### src/rtl/adder_nbits_staged.sv
// adder_nbits_staged: WIDTH-bit adder with elastic valid/ready handshake, optionally
// pipelined CHUNK bits per stage when CLOCK_FREQUENCY exceeds HIGH_SPEED.
// Define ADDER_OVERFLOW_EN to register a signed-overflow flag alongside the sum;
// without it ovf is tied low and no overflow logic exists.
module adder_nbits_staged #(
    parameter int WIDTH           = 8,
    parameter int CHUNK           = 4,
    parameter int CLOCK_FREQUENCY = 100,
    parameter int HIGH_SPEED      = 150
) (
    input  logic             clk,
    input  logic             rst,
    input  logic             in_valid,
    output logic             in_ready,
    input  logic [WIDTH-1:0] a,
    input  logic [WIDTH-1:0] b,
    input  logic             cin,
    output logic             out_valid,
    input  logic             out_ready,
    output logic [WIDTH-1:0] sum,
    output logic             c,
    output logic             ovf
);
    localparam bit PIPE = CLOCK_FREQUENCY > HIGH_SPEED;

    logic             adv;
    logic             fin_v;
    logic             fin_c;
    logic [WIDTH-1:0] fin_s;
`ifdef ADDER_OVERFLOW_EN
    logic             fin_m;
`endif

    // one global enable: the whole pipe moves unless a finished result is blocked
    assign adv      = !out_valid || out_ready;
    assign in_ready = adv;

    if (WIDTH % CHUNK != 0 || WIDTH < 4 || WIDTH > 64) begin : g_bad_cfg
        $error("adder_nbits_staged: WIDTH must be 4..64 and a multiple of CHUNK");
    end

    if (PIPE) begin : g_pipe
        localparam int STAGES = WIDTH / CHUNK;
        for (genvar k = 0; k < STAGES; k++) begin : g_st
            localparam int LO = k * CHUNK;
            localparam int HI = LO + CHUNK;
            logic [WIDTH-1:LO] xa;
            logic [WIDTH-1:LO] xb;
            logic              xc;
            logic              xv;
            logic [CHUNK:0]    part;
            logic [HI-1:0]     ns;
            if (k == 0) begin : g_first
                assign xa = a;
                assign xb = b;
                assign xc = cin;
                assign xv = in_valid;
                assign ns = part[CHUNK-1:0];
            end else begin : g_next
                assign xa = g_st[k-1].g_reg.ba;
                assign xb = g_st[k-1].g_reg.bb;
                assign xc = g_st[k-1].g_reg.bc;
                assign xv = g_st[k-1].g_reg.bv;
                assign ns = {part[CHUNK-1:0], g_st[k-1].g_reg.bs};
            end
            assign part = {1'b0, xa[HI-1:LO]} + {1'b0, xb[HI-1:LO]} + {{CHUNK{1'b0}}, xc};
            if (k < STAGES - 1) begin : g_reg
                logic [WIDTH-1:HI] ba;
                logic [WIDTH-1:HI] bb;
                logic [HI-1:0]     bs;
                logic              bc;
                logic              bv;
                // stage valid: bubbles travel as valid=0
                always_ff @(posedge clk or posedge rst)
                    if (rst) bv <= 1'b0;
                    else if (adv) bv <= xv;
                // skew (pending operand chunks), deskew (resolved sum bits) and carry
                always_ff @(posedge clk)
                    if (adv && xv) begin
                        ba <= xa[WIDTH-1:HI];
                        bb <= xb[WIDTH-1:HI];
                        bs <= ns;
                        bc <= part[CHUNK];
                    end
            end else begin : g_last
                assign fin_v = xv;
                assign fin_s = ns;
                assign fin_c = part[CHUNK];
`ifdef ADDER_OVERFLOW_EN
                assign fin_m = xa[WIDTH-1] ^ xb[WIDTH-1] ^ ns[WIDTH-1];
`endif
            end
        end
    end else begin : g_flat
        logic [WIDTH:0] full;
        assign full  = {1'b0, a} + {1'b0, b} + {{WIDTH{1'b0}}, cin};
        assign fin_v = in_valid;
        assign fin_s = full[WIDTH-1:0];
        assign fin_c = full[WIDTH];
`ifdef ADDER_OVERFLOW_EN
        assign fin_m = a[WIDTH-1] ^ b[WIDTH-1] ^ full[WIDTH-1];
`endif
    end

    // output register: data only loads with a valid result, so it holds otherwise
    always_ff @(posedge clk or posedge rst)
        if (rst) begin
            out_valid <= 1'b0;
            sum       <= '0;
            c         <= 1'b0;
        end else if (adv) begin
            out_valid <= fin_v;
            if (fin_v) begin
                sum <= fin_s;
                c   <= fin_c;
            end
        end

`ifdef ADDER_OVERFLOW_EN
    // overflow = carry into MSB xor carry out of MSB, registered with the sum
    always_ff @(posedge clk or posedge rst)
        if (rst) ovf <= 1'b0;
        else if (adv && fin_v) ovf <= fin_m ^ fin_c;
`else
    assign ovf = 1'b0;
`endif
endmodule

### config.mk
export PLATFORM = sky130hd
export DESIGN_NAME = adder_nbits_staged
export DESIGN_NICKNAME = d
export VERILOG_FILES = /design/src/rtl/adder_nbits_staged.sv
export SDC_FILE = /design/constraint.sdc
export NUM_CORES = 1
export LEC_CHECK = 0
export CAP_MARGIN = 5
export CORE_MARGIN = 1.5
export CORE_UTILIZATION = 45
export DETAILED_ROUTE_END_ITERATION = 7
export PLACE_DENSITY_LB_ADDON = 0.2
export SLEW_MARGIN = 25
export SYNTH_ARGS = -nofsm -noshare
export SYNTH_HDL_FRONTEND = slang
export SYNTH_SLANG_ARGS = --single-unit
### constraint.sdc
create_clock -name clk -period 3.3 [get_ports clk]
set_input_delay 0.495 -clock clk [delete_from_list [all_inputs] [get_ports clk]]
set_output_delay 0.495 -clock clk [all_outputs]
set_load 0.005 [all_outputs]
==> impl_results.md <==
* Result of the run: finished, violations left
* Failing checks: design-rule violations
* Mean number of vias per cell at 5.850
* Number of warnings issued by yosys at 0
* Net count, final at 142
* Die area at 1991 sq um
* Num CTS Buffers at 3
* Fin cells at 127
* Post-Syn Area per Cell at 9.867 sq um
* Final hold violation count at 0
* Req. time, crit path at 3450 ps
* Cell Area, Placed at 1080 sq um
* Synthesis-to-layout area growth at 43.18%
* Setup clock skew after layout at 9.829 ps
* Number of remaining DRC errors at 4
* Peak ir drop on the vdd network at 0.1969 mV
* Power, Total at 461.4 uW
* Number of antenna violations at the first check in global routing at 0
* Final wirelength at 1856 um
* Core occupancy in the finished layout at 71.59%
* Number of buffers on the longest clock path at 2
* Count of clock tree sinks at 10
* Number of max-cap violations at 0
* Area of all sequential standard cells at 250.2 sq um
* I/O Buffers at 31
* Pwr dens at 413.4 nW/um^2
* Proportion of synthesized area in mux cells at 2.889%
* Total half-perimeter wirelength after legalization and detailed placement at 1514 um
* Post-synthesis share of cell area spent on xor and xnor gates at 3.371%
* Synthesized-area fraction occupied by adder cells at 16.37%
* Critical path launch point type: input port
* Final count of negative-setup-slack endpoints at 0
* Detail-routed net length per standard cell at 14.61 um
* Synth cell types at 34
* Starting density of the core at 50.00%
* Worst reg-to-reg setup slack at 1930 ps
* Number of antenna-violating nets in the routed design at 0
* First-pass DRT Iterations at 6
* Largest net degree at the start of global routing at 11
* Global Route Usage Sum at 22.19%
* Post-route setup slack at 721.0 ps
* Post-synth EDFFs at 0
* Number of buffers inserted for hold repair after clock tree synthesis at 0
* Ant diodes at 0
* Die height at 44.62 um
* Number of global-route vias before repair at 754
* Place WS at 443.2 ps
* Cell types with the highest counts after synthesis: dfrtp_1, ha_1, o21ai_0
* TritonCTS clock tree: yes
* Post-layout minimum cycle time at 2579 ps
* Clock latency reported for the late side of the worst-skew pair at 270 ps
* CTS clk-pin slew, worst paths at 80 ps
* Capturing element type of the critical path: register
* Width of the die at 44.62 um
* Worst hold slack after final layout at 489.5 ps
* Post-Synthesis Cells at 79
* Number of fillers in the final layout at 115
* Main area contributors after synthesis: dfrtp_1, ha_1, fa_1
* Count of buffers added by post-CTS timing repair for setup at 0
* Share of async-settable or async-resettable flops after synthesis at 100.0%
* Clk Tree Root Cell: clkbuf_4
* Global-route wire length before repair at 3201 um
* Number of vias in the routed layout at 743
* Simple-gate share of the synthesized area at 19.10%
* RePlAce Congestion at 0.8480
* Peak fanout along the critical path at 3
* Worst Setup Path Type: input port to register
* Number of design-rule violations left by the first detailed-router iteration at 32
* Main combinational cell family by area after synthesis: compound AO/OA/AOI/OAI gates
* Leftover overflow at the end of global routing at 0
* Post-route clock period utilization at 78.15%
* Area occupied by multi-input gates at 484.2 sq um
* Cell taking the most area after synthesis: dfrtp_1
* Data arrival time of the critical path at 2730 ps
* Path type of the worst min-delay path: register to register
* Achievable Freq at 387.8 MHz
* Number of synthesized register bits at 10
* Share of the synthesized area in the top cell type at 32.10%
* Fraction of the mapped netlist area in compound gates at 19.90%
* Share of final-layout standard cells stronger than drive strength 1 at 9.009%
* Total Neg Setup Slack at 0 ps
* Total core area at 1559 sq um
* Final Max Slew Viols at 0
* Most used flip-flop cell after synthesis: dfrtp_1
* Sequential area share after synthesis at 32.10%
* Leakage power at 0.4758 nW
* Gates resized, CTS repair at 0
* # H-tree levels at 1
* Depth of the worst register-to-register path at 4
* Placed Instances at 123
* Row Count at 14
* Combined area of all synthesized cells at 779.5 sq um
* Most frequent cell after synthesis: dfrtp_1
* Unrepaired setup endpoints after global routing: no
* Cell area after layout at 1116 sq um
* Total nets after synthesis at 109
* I/O Pins at 33
* Cells on Worst Hold Path at 1
## placed cells by master (no fill, tap or decap), drive strengths merged, types with 2 or more instances in the layout
cell            n
clkdlybuf4s50  31
dfrtp          10
o21ai           7
ha              7
nand2           5
inv             4
nor2            4
clkbuf          4
a211oi          3
nand4b          3
o21bai          2
nand4           2
o211ai          2
mux2            2
a21o            2
a21oi           2
xor2            2
nor3            2
fa              2
nand2b          2
## worst max-delay path: stages
cell	delay, ps
clkdlybuf4s50_1	430
fa_1	500
fa_1	450
a211oi_1	350
o21bai_1	120
a211oi_1	270
o31ai_1	110
## cells by family after synthesis
family / after synthesis
buf+inv: 7
simple gates: 24
other cells: 1
xor+xnor: 3
compound gates: 23
fa+ha+maj: 9
mux: 2
flops: 10
## metal layers
layer	track usage [%]	up-vias	wire, um
met2	37.10	43	904
met5	0	-	0
met1	26.58	337	778
li1	-	357	-
met3	2.857	6	129
met4	13.94	0	43
## path summary, 6_finish.rpt
path,end,from
hold / removal,sum[1]$_DFFE_PP0P_,sum[1]$_DFFE_PP0P_
min in group asynchronous,sum[0]$_DFFE_PP0P_,rst
max in group asynchronous,sum[4]$_DFFE_PP0P_,rst
setup reg to reg,sum[5]$_DFFE_PP0P_,out_valid$_DFFE_PP0N_
setup / recovery,sum[6]$_DFFE_PP0P_,a[0]
hold reg to reg,sum[1]$_DFFE_PP0P_,sum[1]$_DFFE_PP0P_
## where the power goes
group	switching, mW	total [mW]	internal, mW
combinational	0.0739	0.186	0.112
sequential	0.0144	0.163	0.148
clock	0.0461	0.113	0.0670
total	0.134	0.461	0.327
## flip-flops by register name (all words and copies together) (netlist names)
register	count
out_valid	1
sum	8
c	1
## final cells by class
cell class,count,area share [%]
Multi-Input combinational cell,62,43.39
Timing Repair Buffer,31,27.80
Sequential cell,10,22.42
Clock buffer,4,3.251
Tap cell,16,1.794
Inverter,4,1.345
(Power assumes the default switching activity.)
==> RTL change: new RTL, same flow settings <==
Build with the macro `ADDER_OVERFLOW_EN` defined.
--- a/src/rtl/adder_nbits_staged.sv
+++ b/src/rtl/adder_nbits_staged.sv
@@ -2,6 +2,8 @@
 // pipelined CHUNK bits per stage when CLOCK_FREQUENCY exceeds HIGH_SPEED.
 // Define ADDER_OVERFLOW_EN to register a signed-overflow flag alongside the sum;
 // without it ovf is tied low and no overflow logic exists.
+`define ADDER_OVERFLOW_EN
+
 module adder_nbits_staged #(
     parameter int WIDTH           = 8,
     parameter int CHUNK           = 4,
Formal check against the unedited RTL: not equivalent (a bounded check fails within 4 cycles, from zero or initial values and one cycle with rst high).
==> RTL change against the unedited design <==
Sequential cell count is 1 higher; final area decreased by 3.5%; synthesized area decreased by 8.2%; sequential power grew 9.8%; count of clock-buffer cells in the layout unchanged; total power decreased by 3.1%; wire length fell by 28%; global-route usage decreased by 4.0 points; via count shrank 15%; critical path type unchanged; critical endpoint unchanged; worst setup slack better by 200 ps; final cell count down 4.7%; clock skew down 6.0 ps.
==> RTL change: results (changes against the unedited design) <==
| Metric | Value |
|---|---|
| Run status | `complete, no violations` |
| Largest net degree at the start of global routing | `19 (+8)` |
| Final Wtd Congestion | `0.7408 (-13%)` |
| Post-CTS Resized | `0 (unchanged)` |
| Leak | `0.4614 nW (-3.0%)` |
| CTS clk-pin slew, worst paths | `60 ps (-20 ps)` |
| Post-DR vias/cell | `5.215 (-11%)` |
| Critical Path AT | `2510 ps (-220 ps)` |
| Dpl ws | `629.4 ps (+186.1 ps)` |
| Dominant cells by area after synthesis | `dfrtp_1 38%, ha_1 12%, fa_1 5.6%, nand2_1 5.2%, xnor2_1 4.9%` |
| First-pass DRT Iterations | `4 (-2)` |
| Clock skew | `3.783 ps (-6.046 ps)` |
| Sequential-to-total area share from yosys stat | `38.46% (+6.4 points)` |
| Final #Nets | `136 (-4.2%)` |
| Synth cell count leaders | `11 x dfrtp_1, 10 x nand2_1, 7 x ha_1` |
| Yosys cell types | `24 (-29%)` |
| Slowest CP cell | `fa_1` |
| Worst Setup SP | `a[0]` |
| Vias in the first global route | `625 (-17%)` |
| DRT iter0 DRCs | `4 (-88%)` |
| Type of the worst min-delay path | `reg -> reg` |
| Hold Crit Start | `sum[6]` |
| # port buffers | `32 (+3.2%)` |
| Syn nets | `100 (-8.3%)` |
| Peak VDD IR | `0.1722 mV (-13%)` |
| Origin of the critical flop-to-flop path | `out_valid` |
| Routed wire length | `1342 um (-28%)` |
| Placed wire-length estimate | `1169 um (-23%)` |
| GRT Overall Usage | `18.17% (-4.0 points)` |
| First-pass GRT wire length | `2511 um (-22%)` |
| Diodes inserted | `0 (unchanged)` |
RTL change: cell types whose count changed after synthesis, sizes merged, moves of 3 or more:
cell,change
a21oi,+3
nor2,-3
nand2,+5
nand4b,-3
o21ai,+3
xnor2,+3
inv,-3
RTL change: metal layers:
| metal | share of wire [%] | GRT usage [%] | vias up |
|---|---|---|---|
| met5 | 0 | 0 | - |
| met4 | 2.2 | 9.375 | 0 |
| met3 | 6.4 | 2.128 | 3 |
| met2 | 51 | 32.42 | 25 |
| met1 | 40 | 20.92 | 281 |
| li1 | - | - | 322 |
RTL change: cell families (layout without fill, tap and decap cells):
kind of cell | Yosys count | count (layout) | share of synthesized area [%]
adder cells (fa/ha/maj) | 9 | 9 | 17.83
multiplexers | 2 | 2 | 3.147
AND/OR/NAND/NOR | 17 | 17 | 11.19
AO/OA/AOI/OAI | 22 | 22 | 19.58
buffers and inverters | 2 | 37 | 1.223
flip-flops | 11 | 11 | 38.46
XOR/XNOR | 7 | 7 | 8.567
RTL change: final timing paths:
check	end	slack, ps	cells past startpoint
setup / recovery	sum[6]	920	8
hold / removal	sum[6]	480	2
setup reg to reg	sum[1]	1970	3
hold reg to reg	sum[6]	480	2
max in group asynchronous	ovf	2510	2
min in group asynchronous	sum[2]	510	2
RTL change: area by class of cell:
class / instances / area, um^2
Fill cell: 123 / 411.6
Timing Repair Buffer: 32 / 320.3
Inverter: 1 / 3.754
Tap cell: 16 / 20.02
Clock buffer: 4 / 26.28
Sequential cell: 11 / 275.3
Multi-Input combinational cell: 57 / 431.7
RTL change: per-stage QoR:
| stage | std cells | cell area [um^2] | utilization (%) | power (mW) |
|---|---|---|---|---|
| after global routing | 121 | 1077 | 72.35 | 0.4844 |
| after global placement | 117 | 1051 | 70.59 | 0.3567 |
| after floorplan | 70 | 715.7 | - | 0.2634 |
| final | 121 | 1077 | 72.35 | 0.4469 |
| after CTS | 121 | 1077 | 72.35 | 0.4543 |
| after detailed placement | 117 | 1051 | 70.59 | 0.3628 |
RTL change: critical path: cells and delay by family:
family | cells | cell delay [ps]
adders and majority gates | 2 | 920
buffers and inverters | 1 | 440
xor gates and xnor gates | 1 | 150
AOI/OAI and AO/OA | 2 | 290
and+or+nand+nor | 2 | 210
RTL change: report_power, final:
part / total (mW) / internal [mW] / switching (mW)
Combinational: 0.179 / 0.112 / 0.0662
Clock: 0.0895 / 0.0468 / 0.0427
Sequential: 0.179 / 0.164 / 0.0152
